==> src/rtl/vector_lane_unit.sv <==
// vector_lane_unit: registered lane insert/extract/broadcast and multi-beat
// pack (scalar stream -> vector) with valid/ready on both sides.
// Optional feature macro: VLU_FLUSH_EN adds a flush input that emits a
// partially packed vector.
module vector_lane_unit #(
    parameter int V     = 128,
    parameter int N     = 32,
    parameter int LANES = V / N,
    parameter int IW    = (LANES > 1) ? $clog2(LANES) : 1
) (
    input  logic          clk,
    input  logic          rst,
    input  logic          in_valid,
    output logic          in_ready,
    input  logic [1:0]    op,
    input  logic [IW-1:0] idx,
    input  logic [N-1:0]  src,
    input  logic [V-1:0]  vec_in,
`ifdef VLU_FLUSH_EN
    input  logic          flush,
`endif
    output logic          out_valid,
    input  logic          out_ready,
    output logic [V-1:0]  dst_vec,
    output logic [N-1:0]  dst_scalar,
    output logic          busy
);

    localparam logic [1:0] OP_INSERT    = 2'd0;
    localparam logic [1:0] OP_EXTRACT   = 2'd1;
    localparam logic [1:0] OP_BROADCAST = 2'd2;
    localparam logic [1:0] OP_PACK      = 2'd3;

    typedef enum logic {ST_IDLE, ST_PACK} state_t;

    state_t         state;
    logic [IW-1:0]  count;
    logic [V-1:0]   pbuf;

    logic           accept;
    logic           idx_ok;
    logic           pack_last;
    logic           flush_go;
    logic [V-1:0]   ins_vec;
    logic [N-1:0]   ext_val;
    logic [V-1:0]   pack_next;

    // Output slot is free when empty or being drained this cycle.
    assign in_ready = !out_valid || out_ready;
    assign accept   = in_valid && in_ready;
    // Non-power-of-two lane counts leave idx codes that map to no lane.
    assign idx_ok   = (32'(idx) < 32'(LANES));

    // Final beat: the slot being written is the top lane.
    assign pack_last = (state == ST_IDLE) ? (LANES == 1) : (count == IW'(LANES - 1));

`ifdef VLU_FLUSH_EN
    assign flush_go = (state == ST_PACK) && flush && in_ready;
`else
    assign flush_go = 1'b0;
`endif

    // Lane select for insert/extract and the next pack buffer contents.
    always_comb begin
        ins_vec   = vec_in;
        ext_val   = '0;
        pack_next = (state == ST_IDLE) ? '0 : pbuf;
        for (int l = 0; l < LANES; l++) begin
            if (idx_ok && idx == IW'(l)) begin
                ins_vec[l*N +: N] = src;
                ext_val           = vec_in[l*N +: N];
            end
            if ((state == ST_IDLE && l == 0) || (state == ST_PACK && count == IW'(l)))
                pack_next[l*N +: N] = src;
        end
    end

    // Result register, pack sequencer and handshake.
    always_ff @(posedge clk or posedge rst) begin
        if (rst) begin
            out_valid  <= 1'b0;
            dst_vec    <= '0;
            dst_scalar <= '0;
            busy       <= 1'b0;
            state      <= ST_IDLE;
            count      <= '0;
            pbuf       <= '0;
        end else begin
            if (out_valid && out_ready)
                out_valid <= 1'b0;
            if (state == ST_IDLE) begin
                if (accept) begin
                    case (op)
                        OP_INSERT: begin
                            out_valid  <= 1'b1;
                            dst_vec    <= ins_vec;
                            dst_scalar <= '0;
                        end
                        OP_EXTRACT: begin
                            out_valid  <= 1'b1;
                            dst_vec    <= vec_in;
                            dst_scalar <= ext_val;
                        end
                        OP_BROADCAST: begin
                            out_valid  <= 1'b1;
                            dst_vec    <= {LANES{src}};
                            dst_scalar <= src;
                        end
                        default: begin
                            if (pack_last) begin
                                out_valid  <= 1'b1;
                                dst_vec    <= pack_next;
                                dst_scalar <= '0;
                            end else begin
                                pbuf  <= pack_next;
                                count <= IW'(1);
                                state <= ST_PACK;
                                busy  <= 1'b1;
                            end
                        end
                    endcase
                end
            end else begin
                // Beats in PACK ignore op/idx/vec_in; flush emits what is filled so far.
                if ((accept && pack_last) || flush_go) begin
                    out_valid  <= 1'b1;
                    dst_vec    <= accept ? pack_next : pbuf;
                    dst_scalar <= '0;
                    state      <= ST_IDLE;
                    busy       <= 1'b0;
                    count      <= '0;
                    pbuf       <= '0;
                end else if (accept) begin
                    pbuf  <= pack_next;
                    count <= count + IW'(1);
                end
            end
        end
    end

endmodule

==> config.mk <==
export PLATFORM = sky130hd
export DESIGN_NAME = vector_lane_unit
export DESIGN_NICKNAME = d
export VERILOG_FILES = /design/src/rtl/vector_lane_unit.sv
export SDC_FILE = /design/constraint.sdc
export NUM_CORES = 1
export LEC_CHECK = 0
export CORE_UTILIZATION = 43
export DETAILED_ROUTE_END_ITERATION = 8
export PLACE_DENSITY = 0.7
export SLEW_MARGIN = 15
export SYNTH_ARGS = -nofsm -noshare
export SYNTH_HDL_FRONTEND = slang
export SYNTH_SLANG_ARGS = --single-unit
==> constraint.sdc <==
create_clock -name clk -period 16.8 [get_ports clk]
set_input_delay 2.52 -clock clk [delete_from_list [all_inputs] [get_ports clk]]
set_output_delay 2.52 -clock clk [all_outputs]
set_load 0.02 [all_outputs]
Word level (Yosys, flattened, before mapping)
Cells that the tools add are included.
Operators by class
  bitwise gates (word level): 1
  reductions and logical operators: 21
  eq/ne operators: 11
  multiplexer cells: 52
  $add $sub $neg: 1
Operators with widths (count)
  $mux W128: 11
  $mux W32: 16
  $pmux W128 S3: 1
  $pmux W32 S3: 1
  $mux W1: 17
  $mux W2: 6
  $eq A2 B2 Y1 const B: 5
  $reduce_and A4 Y1: 2
  $logic_and A1 B1 Y1: 7
  $eq A2 B1 Y1 const B: 3
  $logic_not A2 Y1: 3
  $reduce_and A3 Y1: 2
  $reduce_bool A5 Y1: 1
  $ne A2 B1 Y1 const B: 2
  $reduce_bool A2 Y1: 2
  $reduce_or A3 Y1: 1
  $add A2 B1 Y2 const B: 1
  $logic_or A1 B1 Y1: 2
  $ne A2 B2 Y1 const B: 1
  $logic_not A1 Y1: 1
  $not A1 Y1: 1
Word-level totals
  input bits: 168
  output and inout bits: 163
  logic and storage cells: 93
  flip-flop bits (word level): 293

Logic depth before layout (Yosys ltp)
  depth after elaboration: 8
  depth in mapped cells: 9
  mapped depth without buffers: 6

Least setup slack after synthesis
No wires, ideal clock.
  kind: input -> output
  from: in out_ready
  to: out in_ready
  cell stages on the path: 4
  data required time: 14.280 ns
  path slack: 11.113 ns
  path buffers: 2
  arrival time: 3.167 ns
  cells stage by stage: nor2b_2 inv_2 buf_2 buf_2
On the way
  cells in the longest elaborated chain, start to end: 1
RTL lines
  from (decl): line 23  | input logic out_ready,
  $logic_or A1 B1 Y1: line 49  | assign in_ready = !out_valid || out_ready;
  to (decl): line 14  | output logic in_ready,
Every way passes these cells.

Final worst setup path
Ends and elaborated chain as after synthesis.

==> metrics.csv <==
stage,metric,value,unit
status,outcome,completed,
cells_and_area,FILL cells,3412,
critical_path,CP max-delay cell,inv_2,
power,Net Sw Frac,41.97,%
placed_design,GP Congestion,0.8958,
sta,Hold Fails Final Rpt,0,
placed_design,Final HPWL DP,43020,um
critical_path,crit path kind,in2out,
routing,WL final,67980,um
synth,sequential element share of the synthesized area,38.16,%
placed_design,pre-CTS setup slack,9498,ps
cells_and_area,area of the multi-input gates,9453,sq um
die,core area,38920,sq um
clock_tree,postcts setup bufs,0,
synth,number of flops mapped to enable cells by yosys,0,
cells_and_area,Final nets,2118,
sta,min Tclk post-route,7389,ps
clock_tree,Post-CTS Resized,0,
synth,Synth Cell Area,17120,sq um
placed_design,placed instance area,20230,sq um
critical_path,crit-path cells,"clkdlybuf4s50_1, nor2b_2, buf_4, inv_2, clkdlybuf4s50_1",
power,total power,3.609,mW
power,Clock power frac,19.0,%
routing,total number of vias,17026,
synth,ys async rst share,100.0,%
sta,Tightest Pin Transition,1289,ps
sta,setup TNS,0,ps
power,maximum VDD drop,0.00009273,V
cells_and_area,FF/Latch Area,6533,sq um
placed_design,Port Buf Inserts,330,
synth,Synth cell types,60,
clock_tree,Clock Sinks,261,
sta,Final WS setup,9411,ps
clock_tree,CTS Buffer Depth,3,
grt,largest net degree at the start of global routing,131,
die,Initial Util,43.98,%
routing,Initial DRT Pass Iterations,8,
clock_tree,root buffer cell,clkbuf_16,
clock_tree,CTS Buf Count,31,
routing,Detail Route Antenna Nets,0,
power,Pint,2.094,mW
grt,Tot GR Track Use,32.17,%
routing,Detailed Route Iter0 Violations,2226,
critical_path,WP buf/inv,4,
critical_path,Crit. End Element,primary output,
sta,Setup Skew,12.72,ps
grt,remaining global-route overflow,0,
grt,vias in the first global route,16307,
die,Horiz. Die Dim,201.5,um
critical_path,"reg-to-reg slack, setup",12410,ps
synth,share of Yosys cell area claimed by the top area cell type,38.16,%
hold_path,class of the worst hold path,reg2reg,
critical_path,WP data arrival,4870,ps
critical_path,"Max FO, Critical Path",54,
clock_tree,CTS tree,built,
synth,#FFs+latches synth,261,
clock_tree,Worst-path clk slew,60,ps
sta,Slew HR,14.05,%
routing,DRC errors left,0,
synth,Synth warnings,0,
critical_path,"Largest delay share family, worst path",buffers and inverters,
grt,first-pass GRT wire length,101800,um
clock_tree,Worst-Skew Late Latency,560,ps
power,Power Dens Cells,169.6,nW/um^2
cells_and_area,Final Instance Area,21280,sq um
run,Max Cap Viol,0,
power,sequential power share,32.1,%
sta,final setup vio count,0,
critical_path,Critical Path Most Common Cell,clkdlybuf4s50_1,
grt,initial antenna violation count,7,
synth,Post-Synthesis Net Count,1971,
synth,cell taking the most area after synthesis,dfrtp_1,
critical_path,Crit path largest cell delay,760,ps
synth,prevailing post-synth register cell,dfrtp_1,
die,I/O pin cnt,331,
power,Net Switching,1.515,mW
sta,post-route clock period utilization,43.98,%
die,die height,201.5,um
routing,post-DR wirelength/cell,27.32,um
routing,Via density,6.843,
synth,cells taking the most area after synthesis,"dfrtp_1 (38%), a22o_1 (4.4%), mux4_2 (4.2%), nand2_1 (4.0%), a21oi_1 (3.9%)",
clock_tree,CTS Hold Buffers Added,0,
critical_path,Critical Path Start Type,primary input,
sta,max-slew violations,0,
cells_and_area,layout cells sized above 1,11.40,%
synth,Mean Syn Cell Area,9.536,sq um
die,# rows,72,
power,Comb power frac,48.9,%
sta,RSZ-0062 raised after global routing,false,
synth,Mapped Cells,1795,
cells_and_area,area delta synth->final,24.31,%
power,Pleak,8.697,nW
die,Die Footprint,40610,sq um
sta,maximum clock frequency,135.3,MHz
critical_path,CP required,14280,ps
clock_tree,H-tree depth,1,
[Yosys cell counts (38+ instances only)]
master,n
a21boi_0,43
a21oi_1,135
a222oi_1,40
a22o_1,86
a22oi_1,47
a31oi_1,42
buf_2,75
clkbuf_1,132
dfrtp_1,261
inv_1,42
mux2_2,59
nand2_1,182
nor2_1,38
o21ai_0,91
o221ai_1,38
o31ai_1,44
[power by group through the flow]
stage | logic (mW) | registers (mW) | clock network, mW
finish | 1.76 | 1.16 | 0.687
global route | 1.88 | 1.18 | 0.715
CTS | 1.75 | 1.15 | 0.688
detailed placement | 1.75 | 1.15 | 0
global placement | 1.71 | 1.15 | 0
floorplan | 0.910 | 1.26 | 0
[metal layers]
metal	wire, um	global-route usage (%)	part of all wire (%)	up-vias
li1	-	-	-	7237
met1	27250	43.30	40	8484
met2	31430	50.36	46	1096
met3	6367	6.349	9.4	203
met4	2882	13.83	4.2	6
met5	42	0	0.062	-
[worst reg2reg max path, stage by stage (launching register included)]
cell and delay [ps]:
dfrtp_1 440, nor2b_2 180, buf_4 240, inv_2 770
nand3_1 1110, or2_2 890, buf_4 380, o221ai_1 290
[flip-flops by register name, summed over array words and instances (netlist names)]
signal / flops
busy: 1
count: 2
state: 1
out_valid: 1
dst_scalar: 32
dst_vec: 128
pbuf: 96
[stage by stage]
step / hold WS [ps] / std cells / utilization, %
finish: 477.9 / 2488 / 54.67
global route: 495.2 / 2487 / 54.67
CTS: 483.3 / 2483 / 54.60
detailed placement: 465.9 / 2427 / 51.98
global placement: 462.7 / 2427 / 51.98
floorplan: 448.6 / 1795 / -
[cells in the final DEF (no fill, tap or decap), types with 21 or more instances in the layout]
cell             instances
dfrtp_1                260
a222oi_1                40
mux4_2                  32
buf_4                   21
inv_1                   40
a41oi_1                 21
nand2_1                182
clkbuf_16               31
a31oi_1                 42
and3_1                  28
o21ai_1                 28
o221ai_1                38
a22o_1                  86
o21ai_0                 91
mux2_2                  59
mux2i_1                 32
o2bb2ai_1               32
clkdlybuf4s50_1        327
nor2_1                  37
a21boi_0                43
a221oi_1                29
nor2b_1                 32
mux2_1                  21
a21oi_1                133
a22oi_1                 47
o31ai_1                 44
[final timing paths]
kind,from,to,cells after the start
setup / recovery,out_ready,in_ready,5
hold / removal,dst_scalar[5],dst_scalar[5],2
setup reg to reg,out_valid,dst_vec[71],7
hold reg to reg,dst_scalar[5],dst_scalar[5],2
max in group asynchronous,rst,pbuf[11],3
min in group asynchronous,rst,dst_scalar[23],2
[kinds of logic (layout without fill, tap and decap cells)]
group                      count (synthesis)  in the layout  share of synthesized area, %
muxes                                    158            158                         12.57
buffers and inverters                    280            450                         7.325
and+or+nand+nor                          332            332                         8.977
DFF                                      261            261                         38.16
adders and majority gates                  8              8                        0.5848
other                                      0              5                             0
AOI/OAI and AO/OA                        756            756                         32.38
[area by class of cell]
class,instances,area share [%]
Timing Repair Buffer,349,16.15
Sequential cell,261,30.70
Clock buffer,46,4.287
Multi-Input combinational cell,1254,44.43
Antenna cell,5,0.05880
Tap cell,518,3.046
Clock inverter,10,0.5057
Inverter,45,0.8291
Power figures use the tool's default switching activity.
